[config.mk]
export PLATFORM = sky130hd
export DESIGN_NAME = mmio_uart_tx
export DESIGN_NICKNAME = d
export VERILOG_FILES = /design/src/rtl/mmio_uart_pkg.sv /design/src/rtl/uart_tx_fifo.sv /design/src/rtl/mmio_uart_tx.sv
export SDC_FILE = /design/constraint.sdc
export NUM_CORES = 1
export LEC_CHECK = 0
export ABC_CLOCK_PERIOD_IN_PS = 3300
export BUFFER_PORTS_ARGS = -buffer_cell sky130_fd_sc_hd__buf_4
export CORE_MARGIN = 1.5
export CORE_UTILIZATION = 50
export DETAILED_ROUTE_END_ITERATION = 10
export GPL_TIMING_DRIVEN = 1
export PLACE_DENSITY = 0.81
export REMOVE_ABC_BUFFERS = 1
export SYNTH_ARGS = -nofsm -noshare
export SYNTH_HDL_FRONTEND = slang
export SYNTH_SLANG_ARGS = --single-unit
[constraint.sdc]
create_clock -name clk -period 3.3 [get_ports clk]
set_clock_uncertainty 0.05 [all_clocks]
set_input_delay 0.33 -clock clk [delete_from_list [all_inputs] [get_ports clk]]
set_output_delay 0.33 -clock clk [all_outputs]
set_load 0.02 [all_outputs]
[src/rtl/mmio_uart_pkg.sv]
// Shared definitions for the memory-mapped UART transmitter:
// register offsets, STATUS bit layout and the serialiser state encoding.
package mmio_uart_pkg;

  localparam logic [31:0] TXDATA_OFS = 32'd0;
  localparam logic [31:0] STATUS_OFS = 32'd4;

  localparam int BUSY    = 0;
  localparam int FULL    = 1;
  localparam int EMPTY   = 2;
  localparam int OVF     = 3;
  localparam int CNT_LSB = 4;

  typedef enum logic [1:0] {
    IDLE  = 2'd0,
    START = 2'd1,
    DATA  = 2'd2,
    STOP  = 2'd3
  } tx_state_e;

  function automatic logic [31:0] pack_status(input logic       busy,
                                              input logic       full,
                                              input logic       empty,
                                              input logic       ovf,
                                              input logic [3:0] cnt);
    logic [31:0] s;
    s              = '0;
    s[BUSY]        = busy;
    s[FULL]        = full;
    s[EMPTY]       = empty;
    s[OVF]         = ovf;
    s[CNT_LSB +: 4] = cnt;
    return s;
  endfunction

endpackage

[src/rtl/uart_tx_fifo.sv]
// Byte FIFO between the bus and the serialiser. Push when full and pop when
// empty are ignored; both are judged on the count held before the edge.
module uart_tx_fifo #(
  parameter  int DEPTH = 8,
  localparam int AW    = (DEPTH > 1) ? $clog2(DEPTH) : 1,
  localparam int CW    = $clog2(DEPTH + 1)
) (
  input  logic          clk,
  input  logic          reset,
  input  logic          push,
  input  logic          pop,
  input  logic [7:0]    din,
  output logic [7:0]    dout,
  output logic [CW-1:0] count,
  output logic          full,
  output logic          empty
);

  logic [7:0]    mem [DEPTH];
  logic [AW-1:0] wr_ptr;
  logic [AW-1:0] rd_ptr;
  logic          push_ok;
  logic          pop_ok;

  function automatic logic [AW-1:0] next_ptr(input logic [AW-1:0] p);
    return (p == AW'(DEPTH - 1)) ? '0 : p + AW'(1);
  endfunction

  assign full    = (count == CW'(DEPTH));
  assign empty   = (count == '0);
  assign push_ok = push && !full;
  assign pop_ok  = pop && !empty;
  assign dout    = mem[rd_ptr];

  // NOTE: the storage array has no reset; an entry is only ever read after a
  // push has written it, so clearing it would cost logic and buy nothing.
  always_ff @(posedge clk) begin
    if (push_ok) mem[wr_ptr] <= din;
  end

  // NOTE: non-blocking assignments make every flop sample pre-edge values,
  // which is exactly what lets a push and a pop in one cycle both see the old count.
  always_ff @(posedge clk or posedge reset) begin
    if (reset) begin
      wr_ptr <= '0;
      rd_ptr <= '0;
      count  <= '0;
    end else begin
      if (push_ok) wr_ptr <= next_ptr(wr_ptr);
      if (pop_ok)  rd_ptr <= next_ptr(rd_ptr);
      count <= count + CW'(push_ok) - CW'(pop_ok);
    end
  end

endmodule

[src/rtl/mmio_uart_tx.sv]
// Memory-mapped 8N1 UART transmitter: TXDATA pushes bytes into a FIFO,
// STATUS reports busy/full/empty/overflow/count, a baud FSM drives tx.
module mmio_uart_tx
  import mmio_uart_pkg::*;
#(
  parameter logic [31:0] BASE_ADDR    = 32'h4000_0020,
  parameter int          CLKS_PER_BIT = 868,
  parameter int          FIFO_DEPTH   = 8
) (
  input  logic        clk,
  input  logic        reset,
  input  logic        MemRead,
  input  logic        MemWrite,
  input  logic [31:0] Address,
  input  logic [31:0] Write_data,
  output logic [31:0] Read_data,
  output logic        hit,
  output logic        tx
);

  localparam int CW = $clog2(FIFO_DEPTH + 1);
  localparam int BW = $clog2(CLKS_PER_BIT);

  tx_state_e      state;
  logic [BW-1:0]  baud;
  logic [2:0]     bit_idx;
  logic [7:0]     shift;
  logic           overflow;

  logic           sel_data;
  logic           sel_status;
  logic           push;
  logic           pop;
  logic [7:0]     fifo_dout;
  logic [CW-1:0]  count;
  logic           full;
  logic           empty;
  logic           bit_end;
  logic           unused_bits;

  assign sel_data   = (Address == BASE_ADDR + TXDATA_OFS) && (Address[1:0] == 2'b00);
  assign sel_status = (Address == BASE_ADDR + STATUS_OFS) && (Address[1:0] == 2'b00);
  assign hit        = sel_data || sel_status;
  assign unused_bits = ^Write_data[31:8];

  assign push    = MemWrite && sel_data;
  assign pop     = (state == IDLE) && !empty;
  assign bit_end = (baud == BW'(CLKS_PER_BIT - 1));

  uart_tx_fifo #(.DEPTH(FIFO_DEPTH)) u_fifo (
    .clk   (clk),
    .reset (reset),
    .push  (push),
    .pop   (pop),
    .din   (Write_data[7:0]),
    .dout  (fifo_dout),
    .count (count),
    .full  (full),
    .empty (empty)
  );

  // NOTE: every path assigns a default first, so no latch is inferred.
  always_comb begin
    Read_data = '0;
    if (MemRead && sel_status)
      Read_data = pack_status(state != IDLE, full, empty, overflow, 4'(count));
  end

  always_ff @(posedge clk or posedge reset) begin
    if (reset) begin
      state    <= IDLE;
      tx       <= 1'b1;
      baud     <= '0;
      bit_idx  <= '0;
      shift    <= '0;
      overflow <= 1'b0;
    end else begin
      if (push && full)
        overflow <= 1'b1;
      else if (MemWrite && sel_status && Write_data[OVF])
        overflow <= 1'b0;

      unique case (state)
        IDLE: begin
          tx <= 1'b1;
          if (!empty) begin
            shift <= fifo_dout;
            baud  <= '0;
            state <= START;
            tx    <= 1'b0;
          end
        end
        START: begin
          if (bit_end) begin
            baud    <= '0;
            bit_idx <= '0;
            state   <= DATA;
            tx      <= shift[0];
          end else begin
            baud <= baud + BW'(1);
          end
        end
        DATA: begin
          if (bit_end) begin
            baud    <= '0;
            shift   <= shift >> 1;
            bit_idx <= bit_idx + 3'd1;
            // tx already shows the next bit at the boundary, so use shift[1]
            if (bit_idx == 3'd7) begin
              state <= STOP;
              tx    <= 1'b1;
            end else begin
              tx <= shift[1];
            end
          end else begin
            baud <= baud + BW'(1);
          end
        end
        STOP: begin
          if (bit_end) begin
            baud  <= '0;
            state <= IDLE;
            tx    <= 1'b1;
          end else begin
            baud <= baud + BW'(1);
          end
        end
        default: state <= IDLE;
      endcase
    end
  end

endmodule

==> run summary <==
The run finished with clean final reports. The overflow left after global routing came out at 0. Setup violations remaining at the end of the flow were counted as 0. The first global-routing pass estimated 13.9 mm of wire.

The number of unique standard cell types used by synthesis is 55, and the synthesized flop and latch total is 99. Across every metal layer, demand over resource in global routing totals 17.8%. At the worst endpoint, the required time is 3.50 ns.

For this run, the post-layout net count is 494. By startpoint and endpoint, the worst setup path is classified as flip-flop to flip-flop. For the count of final max-slew check failures, the log shows 0. Dividing the detail-routed via count by the number of cells gives 5.39. At the placement stage, the worst setup path has a slack of 0.649 ns. The final total negative setup slack came out at 0 ns.

For this run, the leading register cell type out of synthesis is sky130_fd_sc_hd__edfxtp_1. After synthesis, the share of flip-flops with an asynchronous set or reset is 35.4%. The effective utilization at floorplan is 51.9%.

At the pin with the least slew margin, the transition time is 1.06 ns. Post-synthesis average cell area: 14.0 um2. Leaving out fill and tap cells, the most frequent cells in the layout are sky130_fd_sc_hd__edfxtp_1, sky130_fd_sc_hd__buf_4, sky130_fd_sc_hd__dfrtp_1. TritonCTS built the clock tree. Among all stages on the critical path, the largest delay is contributed by sky130_fd_sc_hd__or3b_2. The power density over the cells is 410 nW/um2, and the total wirelength of the detailed-routed design is 8.46 mm.

The number of antenna diodes in the final layout is 0. The tools report the final weighted congestion in routability-driven placement as 0.786. Once detail routing completed, the nets flagged for antenna violations numbered 0. The part of the cycle the worst path needs was 81.0%. The signal on the critical path passes through inv_1, ha_1, or3b_2, nand2_1, inv_1, ha_1, inv_1, ha_1, inv_1, fa_1, xnor2_1. The cell total after placement is 525, and the row count is 35. Clock tree synthesis found a total of 99 sinks. The fraction of layout cells with a size suffix above 1 is 26.0%. The run gives 127 as the violation count after the first detailed-route iteration. The area share of fa/ha/maj cells after synthesis was 5.07%; the maximum fanout encountered on the critical timing path was 7. The simple-gate share of the synthesized area is 9.80%.

The maximum buffer depth of the clock tree was 2; the final critical-path setup slack was 0.628 ns. The count of unresolved DRC violations after routing is 0. The type of the most critical hold path is input port to flip-flop.

In this run, synthesis inferred 64 flip-flops with an integrated enable. Setup repair after global routing left no endpoint under its margin. For this block, the via count after detailed routing is 2,914.

Input and output buffers added on the ports amount to 53. Delay contributed by the slowest stage of the critical path: 0.50 ns. The floorplan step defined a die boundary enclosing 10,300 um2. After synthesis, the share of cell area in mux cells is 12.8%. The total number of yosys warnings was 0. For the via count of the first global-routing pass, the log shows 2,849. The commonest non-fill, non-tap cell in the layout is sky130_fd_sc_hd__edfxtp_1.

Entering global routing, the biggest net connects 28 pins. The synthesized netlist devotes 7.01% of its cell area to compound gates. The arrival time at the worst endpoint came out at 2.87 ns.

The area overhead of the layout relative to synthesis was 13.9%. The source of the critical timing path was u_fifo.count[2]$_DFF_PP0_. The worst register-to-register path has a depth of 11. The highest ir drop seen on vdd was 308 uV; the clock input transition at the sequential cells of the worst setup and hold paths was 0.11 ns.

The most prevalent standard cell on the critical path is sky130_fd_sc_hd__inv_1. The maximum clock frequency was 374 MHz. Number of hold buffers added after cts: 0.

For the post-route non-filler standard cell count, the log shows 541. Detailed placement ended at an HPWL of 5.83 mm. By area, the combinational part of the netlist is dominated by multiplexers. 102 I/O pins were placed. Critical register-to-register path endpoint: u_fifo.count[2]$_DFF_PP0_. The maximum level of the CTS H-tree was 3; the final critical delay including setup and external delays was 2.67 ns.

Clock root buffer: sky130_fd_sc_hd__clkbuf_8. After detailed routing, the average wire length per cell comes to 15.6 um. For the count of filler cells inserted in the layout, the log shows 712. The logs give 0 for the number of antenna violations at the first check in global routing and 0.63 ns for the flop-to-flop setup slack. The number of detailed-route iterations in the first pass was 4; the worst relative slew slack was 29.5%.

The number of gates resized after cts came out at 0. The height of the chip is 101 um, and the horizontal extent of the die is 101 um. The endpoint of the most critical setup path was u_fifo.count[2]$_DFF_PP0_.

The worst setup path is captured at a flip-flop. In the synthesized netlist, the number of instances is 345. Critical path startpoint category: a flip-flop. The number of buffers added by the clock tree synthesis step came out at 9. The insertion delay to the later sink of the worst-skew pair was 0.36 ns. The worst register-to-register path begins at u_fifo.count[2]$_DFF_PP0_. The analysis attributes to cell leakage a power of 2.29 nW. The run gives 0 as the final number of hold-violating endpoints.

The tool flagged a number of max-cap violations equal to 0. The core outline area came out at 9330 um2. After clock tree synthesis, the setup repair step added 0 buffers. The cell area that synthesis handed to floorplanning was 4840 um2. The post-synthesis share of cell area spent on xor and xnor gates was 0.362%; the share of synthesized area occupied by flip-flops and latches was 57.9%.
==> layout make-up <==
cell class              count  area [um2]  area share, %
well taps                 129         161           2.93
inverters                  18        67.6           1.23
clock buffers               9         124           2.25
multi-input cells         216        1790           32.4
clock inverters             7        97.6           1.77
flip-flops and latches     99        2800           50.8
repair buffers             63         473           8.59
==> cells by family after synthesis <==
| logic type | Yosys count |
|---|---|
| flops | 99 |
| buf+inv | 53 |
| other cells | 1 |
| simple gates | 81 |
| mux | 37 |
| xor+xnor | 2 |
| compound gates | 53 |
| fa+ha+maj | 19 |
==> power by group <==
group | total [mW] | leakage, nW | internal (mW) | switching [mW]
logic | 0.0919 | 1.17 | 0.0390 | 0.0530
registers | 1.33 | 1.00 | 1.32 | 0.00160
clock network | 0.843 | 0.113 | 0.379 | 0.465
==> flip-flops by register name, indices dropped and copies added, names as in the netlist <==
register and cells:
baud 10, bit_idx 3, overflow 1, shift 8, state 2, tx 1, u_fifo.count 4, u_fifo.mem 64
u_fifo.rd_ptr 3, u_fifo.wr_ptr 3
==> routing by layer <==
layer / up-vias / wire length, um / global-route usage, % / share of wire, %
met5: - / 0 / 0 / 0
met3: 14 / 308 / 3.66 / 3.6
met4: 0 / 125 / 5.45 / 1.5
li1: 1386 / - / - / -
met2: 76 / 4440 / 31.3 / 52
met1: 1438 / 3580 / 22.4 / 42
==> Yosys cell counts (all sizes together) (3+ instances only) <==
library cell / number / area share, %
mux4: 16 / 8.1
nor3: 12 / 1.2
nand2: 15 / 1.2
mux2i: 8 / 1.7
mux2: 13 / 3.1
o21ai: 25 / 2.6
a21oi: 7 / 0.72
clkbuf: 3 / 0.23
dfrtp: 34 / 18
buf: 32 / 5.4
ha: 18 / 4.7
a21o: 5 / 0.78
and4: 3 / 0.54
and2: 10 / 1.3
edfxtp: 64 / 40
nand2b: 4 / 0.52
nor4: 10 / 1.3
nor2: 6 / 0.47
inv: 18 / 1.4
and3: 4 / 0.52
nor2b: 4 / 0.52
a22o: 4 / 0.72
nand3: 3 / 0.31
a31oi: 5 / 0.78
==> worst min-delay path by stage <==
stage | from | end | slack, ns | cells past startpoint
global route | Write_data[1] | u_fifo.mem[2][1]$_DFFE_PP_ | 0.11 | 1
detailed placement | tx$_DFFE_PP1P_ | tx$_DFFE_PP1P_ | 0.44 | 2
global placement | tx$_DFFE_PP1P_ | tx$_DFFE_PP1P_ | 0.42 | 2
CTS | Write_data[7] | u_fifo.mem[2][7]$_DFFE_PP_ | 0.13 | 1
finish | Write_data[1] | u_fifo.mem[2][1]$_DFFE_PP_ | 0.14 | 1
floorplan | Write_data[0] | u_fifo.mem[0][0]$_DFFE_PP_ | 0.38 | 0
==> critical path: cells and delay by family (launching register included) <==
family	cells	cell delay, ns
XOR/XNOR	1	0.13
adder cells (fa/ha/maj)	4	0.97
buffers and inverters	4	0.27
flip-flops	1	0.40
AND/OR/NAND/NOR	2	0.73
==> metrics by stage <==
stage	cell area, um2	power, mW	util [%]	hold slack, ns
2_1_floorplan	4650	1.39	-	0.379
3_3_place_gp	5290	1.44	56.7	0.417
3_5_place_dp	5290	1.45	56.7	0.440
4_1_cts	5510	2.28	59.1	0.128
5_1_grt	5510	2.34	59.1	0.113
6_report	5510	2.26	59.1	0.137
Power figures use the tool's default switching activity.
